## config.mk

```make
export PLATFORM = sky130hd
export DESIGN_NAME = div_share_arb
export DESIGN_NICKNAME = d
export VERILOG_FILES = /design/src/rtl/div_share_arb.sv
export SDC_FILE = /design/constraint.sdc
export NUM_CORES = 1
export LEC_CHECK = 0
export ABC_CLOCK_PERIOD_IN_PS = 6430
export CAP_MARGIN = 20
export CORE_MARGIN = 3
export CORE_UTILIZATION = 30
export DETAILED_ROUTE_END_ITERATION = 10
export GPL_TIMING_DRIVEN = 0
export REMOVE_ABC_BUFFERS = 1
export SYNTH_ARGS = -nofsm -noshare
export SYNTH_HDL_FRONTEND = slang
export SYNTH_SLANG_ARGS = --single-unit
```

## constraint.sdc

```tcl
create_clock -name clk_i -period 6.43 [get_ports clk_i]
set_input_delay 1.286 -clock clk_i [delete_from_list [all_inputs] [get_ports clk_i]]
set_output_delay 1.286 -clock clk_i [all_outputs]
set_load 0.01 [all_outputs]
```

## src/rtl/div_share_arb.sv

```systemverilog
// div_share_arb
//   Shares one pipelined divider between N requesters. A round-robin arbiter
//   issues at most one division per cycle. A tag pipe carries {valid, id, dz}
//   alongside the divider's fixed latency. Each quotient/remainder pair is
//   steered into a small per-requester response FIFO.
//
// Ports
//   clk_i, rst_i      clock and synchronous active-high reset
//   req_valid_i[N]    requester k presents operands
//   req_ready_o[N]    one-hot or zero, requester k accepted this cycle
//   req_x_i           dividends, requester k at [k*(K+32) +: K+32]
//   req_d_i           divisors, requester k at [k*K +: K]
//   div_x_o, div_d_o  operands to the divider, zero when nothing is issued
//   div_q_i, div_r_i  divider results, valid LAT cycles after issue
//   rsp_valid_o[N]    response FIFO k non-empty
//   rsp_ready_i[N]    requester k pops its head entry
//   rsp_q_o, rsp_r_o  head quotient/remainder per requester, K bits each
//   rsp_dz_o[N]       head entry was issued with a zero divisor
module div_share_arb #(
  parameter int N         = 2,
  parameter int K         = 32,
  parameter int LAT       = 2,
  parameter int RSP_DEPTH = 2
) (
  input  logic                clk_i,
  input  logic                rst_i,
  input  logic [N-1:0]        req_valid_i,
  output logic [N-1:0]        req_ready_o,
  input  logic [N*(K+32)-1:0] req_x_i,
  input  logic [N*K-1:0]      req_d_i,
  output logic [K+31:0]       div_x_o,
  output logic [K-1:0]        div_d_o,
  input  logic [K-1:0]        div_q_i,
  input  logic [K-1:0]        div_r_i,
  output logic [N-1:0]        rsp_valid_o,
  input  logic [N-1:0]        rsp_ready_i,
  output logic [N*K-1:0]      rsp_q_o,
  output logic [N*K-1:0]      rsp_r_o,
  output logic [N-1:0]        rsp_dz_o
);

  localparam int XW = K + 32;
  localparam int IW = (N > 1) ? $clog2(N) : 1;
  localparam int CW = $clog2(RSP_DEPTH + 1);
  localparam int PW = (RSP_DEPTH > 1) ? $clog2(RSP_DEPTH) : 1;
  // FIFO entry layout: {quotient, remainder, dz}
  localparam int EW = 2 * K + 1;

  logic [IW-1:0] rrPtr_q;
  logic [CW-1:0] inflight_q [N];
  logic [CW-1:0] inflight_d [N];
  logic [CW-1:0] count_q    [N];
  logic [CW-1:0] count_d    [N];
  logic [PW-1:0] wrPtr_q    [N];
  logic [PW-1:0] rdPtr_q    [N];
  logic [EW-1:0] mem_q      [N][RSP_DEPTH];
  logic [EW-1:0] lastHead_q [N];
  logic [EW-1:0] head       [N];

  logic          tagValid_q [LAT];
  logic [IW-1:0] tagId_q    [LAT];
  logic          tagDz_q    [LAT];

  logic [N-1:0]  eligible;
  logic [N-1:0]  push;
  logic [N-1:0]  pop;
  logic          grantValid;
  logic [IW-1:0] grantId;
  logic [IW-1:0] scanIdx;
  logic          capValid;
  logic [IW-1:0] capId;
  logic [EW-1:0] capData;

  function automatic logic [PW-1:0] bumpPtr(input logic [PW-1:0] p);
    bumpPtr = (p == PW'(RSP_DEPTH - 1)) ? '0 : p + 1'b1;
  endfunction

  // A requester may only issue if its FIFO is guaranteed room for the result:
  // results already in flight plus entries already queued must leave a free slot.
  // Start-of-cycle counts are used, so a pop this cycle frees credit next cycle.
  always_comb begin
    eligible = '0;
    for (int k = 0; k < N; k++) begin
      eligible[k] = req_valid_i[k] &&
                    (({1'b0, inflight_q[k]} + {1'b0, count_q[k]}) < (CW + 1)'(RSP_DEPTH));
    end
  end

  // Round-robin search starting just after the last winner.
  always_comb begin
    grantValid = 1'b0;
    grantId    = '0;
    scanIdx    = '0;
    for (int i = 1; i <= N; i++) begin
      scanIdx = IW'((int'(rrPtr_q) + i) % N);
      if (!grantValid && !rst_i && eligible[scanIdx]) begin
        grantValid = 1'b1;
        grantId    = scanIdx;
      end
    end
  end

  // Drive the winner's operands to the divider; idle cycles drive zeros.
  always_comb begin
    req_ready_o = '0;
    div_x_o     = '0;
    div_d_o     = '0;
    if (grantValid) begin
      req_ready_o[grantId] = 1'b1;
      div_x_o = req_x_i[int'(grantId) * XW +: XW];
      div_d_o = req_d_i[int'(grantId) * K +: K];
    end
  end

  // The last tag stage lines up with the divider output of the same issue.
  assign capValid = tagValid_q[LAT-1];
  assign capId    = tagId_q[LAT-1];
  assign capData  = {div_q_i, div_r_i, tagDz_q[LAT-1]};

  // Response heads. An empty FIFO keeps showing whatever was popped last.
  always_comb begin
    for (int k = 0; k < N; k++) begin
      head[k]             = (count_q[k] != '0) ? mem_q[k][rdPtr_q[k]] : lastHead_q[k];
      rsp_valid_o[k]      = (count_q[k] != '0);
      rsp_q_o[k*K +: K]   = head[k][EW-1 -: K];
      rsp_r_o[k*K +: K]   = head[k][K:1];
      rsp_dz_o[k]         = head[k][0];
    end
  end

  // Occupancy and in-flight credit bookkeeping; simultaneous inc/dec cancel.
  always_comb begin
    push = '0;
    pop  = '0;
    for (int k = 0; k < N; k++) begin
      push[k]       = capValid && (capId == IW'(k));
      pop[k]        = rsp_valid_o[k] && rsp_ready_i[k];
      count_d[k]    = count_q[k];
      inflight_d[k] = inflight_q[k];
      if (push[k] && !pop[k]) begin
        count_d[k] = count_q[k] + CW'(1);
      end else if (!push[k] && pop[k]) begin
        count_d[k] = count_q[k] - CW'(1);
      end
      if (req_ready_o[k] && !push[k]) begin
        inflight_d[k] = inflight_q[k] + CW'(1);
      end else if (!req_ready_o[k] && push[k]) begin
        inflight_d[k] = inflight_q[k] - CW'(1);
      end
    end
  end

  // Control state. Reset clears the tag pipe, so late divider outputs are dropped.
  always_ff @(posedge clk_i) begin
    if (rst_i) begin
      rrPtr_q <= IW'(N - 1);
      for (int s = 0; s < LAT; s++) begin
        tagValid_q[s] <= 1'b0;
        tagId_q[s]    <= '0;
        tagDz_q[s]    <= 1'b0;
      end
      for (int k = 0; k < N; k++) begin
        inflight_q[k] <= '0;
        count_q[k]    <= '0;
        wrPtr_q[k]    <= '0;
        rdPtr_q[k]    <= '0;
        lastHead_q[k] <= '0;
      end
    end else begin
      if (grantValid) begin
        rrPtr_q <= grantId;
      end
      tagValid_q[0] <= grantValid;
      tagId_q[0]    <= grantId;
      tagDz_q[0]    <= (div_d_o == '0);
      for (int s = 1; s < LAT; s++) begin
        tagValid_q[s] <= tagValid_q[s-1];
        tagId_q[s]    <= tagId_q[s-1];
        tagDz_q[s]    <= tagDz_q[s-1];
      end
      for (int k = 0; k < N; k++) begin
        inflight_q[k] <= inflight_d[k];
        count_q[k]    <= count_d[k];
        if (push[k]) begin
          wrPtr_q[k] <= bumpPtr(wrPtr_q[k]);
        end
        if (pop[k]) begin
          rdPtr_q[k]    <= bumpPtr(rdPtr_q[k]);
          lastHead_q[k] <= head[k];
        end
      end
    end
  end

  // FIFO storage needs no reset: an entry is only visible once counted.
  always_ff @(posedge clk_i) begin
    if (capValid) begin
      mem_q[capId][wrPtr_q[capId]] <= capData;
    end
  end

endmodule

```

# Word-level counts from Yosys, hierarchy flattened
# Memory sizes are Yosys's and may differ from the RTL's.
# Index checks and enable logic that the tools add are counted.
# W data, S select, Z words.
[op_classes]
n_addsub = 16
magnitude_cmp = 10
shifts = 2
mux = 68
n_bitwise = 20
reduce_logical = 30
[op_table]
columns = ["cell", "n"]
rows = [
  ["$mux W65", 11],
  ["$mux W130", 1],
  ["$shiftx A128 B8 Y64", 1],
  ["$demux W65 S1", 1],
  ["$mux W64", 1],
  ["$shiftx A64 B7 Y32", 1],
  ["$mux W1", 39],
  ["$logic_not A32 Y1", 1],
  ["$mux W32", 1],
  ["$mux W2", 13],
  ["$logic_and A1 B1 Y1", 19],
  ["$or A1 B1 Y1", 16],
  ["$add A2 B1 Y2 const B", 4],
  ["$logic_not A1 Y1", 8],
  ["$sub A2 B1 Y2 const B", 4],
  ["$add A1 B1 Y1 const B", 6],
  ["$add A2 B2 Y3", 2],
  ["$ge A2 B2 Y1 const B", 3],
  ["$lt A1 B2 Y1 const B", 3],
  ["$lt A3 B2 Y1 const B", 2],
  ["$not A1 Y2", 3],
  ["$reduce_bool A2 Y1", 2],
  ["$lt A2 B1 Y1 const B", 1],
  ["$demux W1 S1", 1],
  ["2 further kinds", 2],
]
[totals]
regBits = 1
ram_bits = 408
output_inout_bits = 230
wordCells = 156
n_memories = 9
[mem_list]
columns = ["name", "words", "width", "read_ports", "rd_clocked_by_memory_dff", "wr", "line", "text"]
rows = [
  ["mem_q", 2, 130, 2, 0, 1, "56", "logic [EW-1:0] mem_q [N][RSP_DEPTH];"],
  ["lastHead_q", 2, 65, 2, 0, 2, "57", "logic [EW-1:0] lastHead_q [N];"],
  ["count_q", 2, 2, 2, 0, 2, "52", "logic [CW-1:0] count_q [N];"],
  ["inflight_q", 2, 2, 2, 0, 2, "50", "logic [CW-1:0] inflight_q [N];"],
  ["rdPtr_q", 2, 1, 2, 0, 2, "55", "logic [PW-1:0] rdPtr_q [N];"],
  ["tagDz_q", 2, 1, 2, 0, 2, "62", "logic tagDz_q [LAT];"],
  ["3 more memories", "--", "--", "--", "--", "--", "--", ""],
]

# Logic depth before layout (Yosys ltp)
[logic_depth]
depth_word = 21
mapped_depth = 9
mapped_depth_nobuf = 8

# Least setup slack after synthesis
# No wires, ideal clock.
[synth_timing]
path_kind = "input to register"
start = "input rst_i"
end = "memory lastHead_q[0][0] in the netlist's numbering (enable)"
setup_time_ns = 0.435
arrival_time_ns = 3.454
required_ns = 5.995
slack_ns = 2.541
cell_stages = 3
path_cell_list = "clkbuf_1 -> clkbuf_1 -> nand2b_1"
[synth_lines]
columns = ["element", "line", "text"]
rows = [
  ["start: declaration", "26", "input logic rst_i,"],
  ["end: declaration", "57", ""],
]

# Worst setup path after layout
[layout_timing]
start = "input rst_i"
end = "output div_x_o[43]"
[layout_between]
elab_chain_cells = 9
elab_cells_between_ends = 11
cone_classes = "shift (1); mux (5); reduce/logical (5)"
[layout_rtl]
columns = ["element", "line", "text"]
rows = [
  ["$logic_not A1 Y1 *", "96", "if (!grantValid && !rst_i && eligible[scanIdx]) begin"],
  ["$logic_and A1 B1 Y1", "96", ""],
  ["$mux W1", "96", ""],
  ["$logic_not A1 Y1", "96", ""],
  ["$logic_and A1 B1 Y1 (2 in a row)", "96", ""],
  ["$mux W1", "96", ""],
  ["$shiftx A128 B8 Y64", "110", "div_x_o = req_x_i[int'(grantId) * XW +: XW];"],
  ["$mux W64 *", "108", "if (grantValid) begin"],
  ["end: declaration", "31", "output logic [K+31:0] div_x_o,"],
]
# Mark *: on every way between the ends. The rest lies on a longest branch, timed or not.

==> impl_summary.log <==
[metrics] outcome: completed
[metrics] share of layout cells above drive strength 1: 0.0632
[metrics] Total Routing Usage GR: 0.203
[metrics] routed vias/inst: approximately 4.7
[metrics] clock tree skew after final layout: 0.0171 ns
[metrics] layout overhead on the synthesized area: 45.4%
[metrics] number of setup buffers added after CTS: 0
[metrics] Max Cap Violations: 0
[metrics] synth cell count leaders: sky130_fd_sc_hd__edfxtp_1 (394), sky130_fd_sc_hd__o21ai_0 (136), sky130_fd_sc_hd__nand2_1 (133), sky130_fd_sc_hd__nor2b_1 (133), sky130_fd_sc_hd__mux2i_1 (132)
[metrics] dpl hpwl: 47200 um
[metrics] flip-flop and latch count after synthesis: 409
[metrics] latest clock arrival within the worst-skew pair: 0.54 ns
[metrics] Overall Power: around 11000 uW
[metrics] Hold Path Class: reg -> reg
[metrics] most common cell in the netlist: sky130_fd_sc_hd__edfxtp_1
[metrics] largest delay contributor family on the critical path: buffers and inverters
[metrics] largest net degree at the start of global routing: 48
[metrics] Die Footprint: 60400 um2
[metrics] endpoint type of the worst setup path: output pin
[metrics] proportion of synthesized flip-flops having asynchronous set or reset: 0
[metrics] number of instances resized during post-cts repair: 0
[metrics] non-filler cells, final: 2500
[metrics] Synth Warn #: 0
[metrics] number of antenna violations at the first check in global routing: 46
[metrics] Top Ports: 492
[metrics] clock buffer count from CTS: 43
[metrics] highest-delay cell along the critical path: sky130_fd_sc_hd__a211oi_4
[metrics] Critical Path, Cell by Cell: clkdlybuf4s50_1 -> a211oi_4 -> buf_16 -> buf_16 -> buf_8 -> a22o_1 -> clkdlybuf4s50_1
[metrics] number of nets in the final layout: slightly below 2000
[metrics] mapped cell area: between 15000 and 20000 um2
[metrics] top cells by area, synth: sky130_fd_sc_hd__edfxtp_1 (69%), sky130_fd_sc_hd__mux2i_1 (7.7%), sky130_fd_sc_hd__nor2b_1 (4.8%)
[metrics] total of buffers placed on input and output ports: around 490
[metrics] last weighted congestion value of the routability-driven placer: roughly 0.91
[metrics] clock tree from TritonCTS: built
[metrics] Max Fanout on Critical Path: 24
[metrics] clk sink count: 409
[metrics] number of pins with negative max-slew slack in the final report: 0
[metrics] height of the die: approximately 250 um
[metrics] DRT iter0 DRCs: 553
[metrics] antenna violation net count after detailed routing: 0
[metrics] CP startpoint kind: primary input
[metrics] Max stage delay on crit path: 1.06 ns
[metrics] RSZ-0062 raised after global routing: false
[metrics] placeable core region: 56600 um2
[metrics] number of hold buffers added after cts: 0
[metrics] transition time at the pin with the least slew margin: ~1.0 ns
[metrics] vias: 11859
[metrics] Setup WS post-layout: 0.275 ns
[metrics] Total Routed Length: roughly 63000 um
[metrics] width of the chip: 246 um
[metrics] largest area contributor in the netlist: sky130_fd_sc_hd__edfxtp_1
[metrics] count of flip-flops with a built-in enable after synthesis: 394
[metrics] Critical Setup Path Class: in -> out
[metrics] CP Buf/Inv Count: 5
[metrics] number of failing hold endpoints at the final stage: 0
[metrics] final critical delay including setup and external delays: 6.15 ns
[metrics] CTS root buffer: sky130_fd_sc_hd__clkbuf_16
[metrics] clock-pin slew on the worst setup and hold paths: 0.06 ns
[metrics] static leakage power: 0.00867 uW
[metrics] ys flop type: sky130_fd_sc_hd__edfxtp_1
[metrics] Mapped Avg Cell Area: 14.3 um2
[metrics] power density of the placed cells: 443 nW/um2
[metrics] data required time of the critical path: 5.14 ns
[metrics] share of the synthesized area in the top cell type: 0.687
[metrics] maximum achievable frequency: 0.162 GHz
[metrics] post-placement worst setup slack: 0.283 ns
[metrics] synthesized instance count: 1202
[metrics] max-slew headroom at the worst pin: 0.308
[metrics] count of standard-cell rows: 87
[metrics] TritonRoute pass-1 iters: 5
[metrics] routed length per instance: ~25 um
[metrics] Critical Path AT: 4.87 ns
[metrics] Clock H-tree levels: 2
[metrics] worst-case clock buffer depth: 3
[metrics] leftover overflow at the end of global routing: 0
[metrics] DRC: 0
[metrics] highest ir drop seen on vdd: 221 uV
[metrics] post-synth cell types: 37
[metrics] sequential area share after synthesis: 0.704
[metrics] initial cell density of the core: 0.304
[metrics] fin crit share: 0.957
[metrics] global-route wire length before repair: 86800 um
[metrics] final setup violating endpoints: 0
[metrics] Cells after DPL: around 2400
[metrics] vias in the first global route: around 12000
## metrics by stage
| step | hold WS (ns) | utilization | TNS [ns] | instance area, um2 |
|---|---|---|---|---|
| after floorplan | 0.414 | - | 0 | 16900 |
| after global placement | 0.419 | 0.402 | -1073.27 | 22700 |
| after detailed placement | 0.445 | 0.418 | 0 | 23700 |
| after CTS | 0.458 | 0.442 | 0 | 25000 |
| after global routing | 0.467 | 0.443 | 0 | 25100 |
| final | 0.452 | 0.443 | 0 | 25100 |
## cells in the final DEF (no fill, tap or decap), drive strengths merged
cell | netlist | final
a211o | 1 | 1
a211oi | 2 | 2
a21o | 2 | 2
a21oi | 5 | 5
a22o | 94 | 94
and2 | 3 | 3
and3 | 2 | 2
buf | 38 | 37
bufinv | 0 | 2
clkbuf | 43 | 48
clkdlybuf4s50 | 0 | 491
clkinv | 0 | 22
clkinvlp | 0 | 5
dfxtp | 15 | 15
diode | 0 | 18
edfxtp | 394 | 394
fa | 2 | 2
ha | 4 | 4
inv | 5 | 5
mux2i | 132 | 132
nand2 | 133 | 133
nand2b | 6 | 6
nand3 | 1 | 1
nand4 | 3 | 3
nor2 | 14 | 14
nor2b | 133 | 133
nor3 | 2 | 2
nor3b | 1 | 1
nor4 | 14 | 14
nor4b | 1 | 1
o21ai | 136 | 136
o41ai | 1 | 1
or3 | 4 | 4
or3b | 2 | 2
or4 | 1 | 1
xor2 | 8 | 8
## registers in the layout, indices dropped and copies added, names as in the netlist
name	count
count_q	4
rrPtr_q	1
inflight_q	4
tagId_q	2
rdPtr_q	2
tagValid_q	2
wrPtr_q	2
mem_q	260
tagDz_q	2
lastHead_q	130
## kinds of logic (layout without fill, tap and decap cells)
kind of cell               Yosys count  in the layout  synth area share
AOI/OAI and AO/OA                  241            241            0.0922
DFF                                409            409             0.704
muxes                              132            132            0.0767
and+or+nand+nor                    320            320            0.0958
other                                0             18                 0
adders and majority gates            6              6           0.00523
buffers and inverters               86            610            0.0221
xor gates and xnor gates             8              8           0.00407
## power breakdown
group	internal [uW]	total, uW	switching [uW]	leakage [uW]
clock	1350	2340	992	0.000641
sequential	3370	3500	138	0.00388
combinational	2610	5250	2650	0.00415
total	7320	11100	3780	0.00867
## worst reg2reg max path, cell delays in order, from the launching register on
cell                       delay (ns)
sky130_fd_sc_hd__dfxtp_1         0.45
sky130_fd_sc_hd__and2_1          0.18
sky130_fd_sc_hd__fa_1            0.43
sky130_fd_sc_hd__or3b_1          0.49
sky130_fd_sc_hd__a211oi_4        0.89
sky130_fd_sc_hd__ha_1            0.41
sky130_fd_sc_hd__or3_1           0.37
sky130_fd_sc_hd__a21oi_1         0.15
## per-layer routing
metal,GRT usage,vias to the layer above,routed length [um]
li1,-,5535,-
met3,0.0505,155,3940
met4,0.132,2,4200
met1,0.198,5683,20800
met5,0,-,11
met2,0.379,484,33800
## final timing paths
path	from	end	slack, ns	depth (start not counted)
setup / recovery	rst_i	div_x_o[43]	0.28	7
hold reg to reg	tagDz_q[0][0]	tagDz_q[0][1]	0.45	1
setup reg to reg	count_q[0][2]	inflight_q[0][3]	2.98	7
hold / removal	tagDz_q[0][0]	tagDz_q[0][1]	0.45	1
## cell type report
type	instances	area (um2)
flip-flops and latches	409	12100
well taps	756	946
inverters	5	18.8
clock buffers	48	1140
fillers	5206	31500
clock inverters	29	198
repair buffers	528	5800
multi-input cells	707	4780
diodes	18	45.0
No activity file was read; power rests on OpenSTA's default activity.
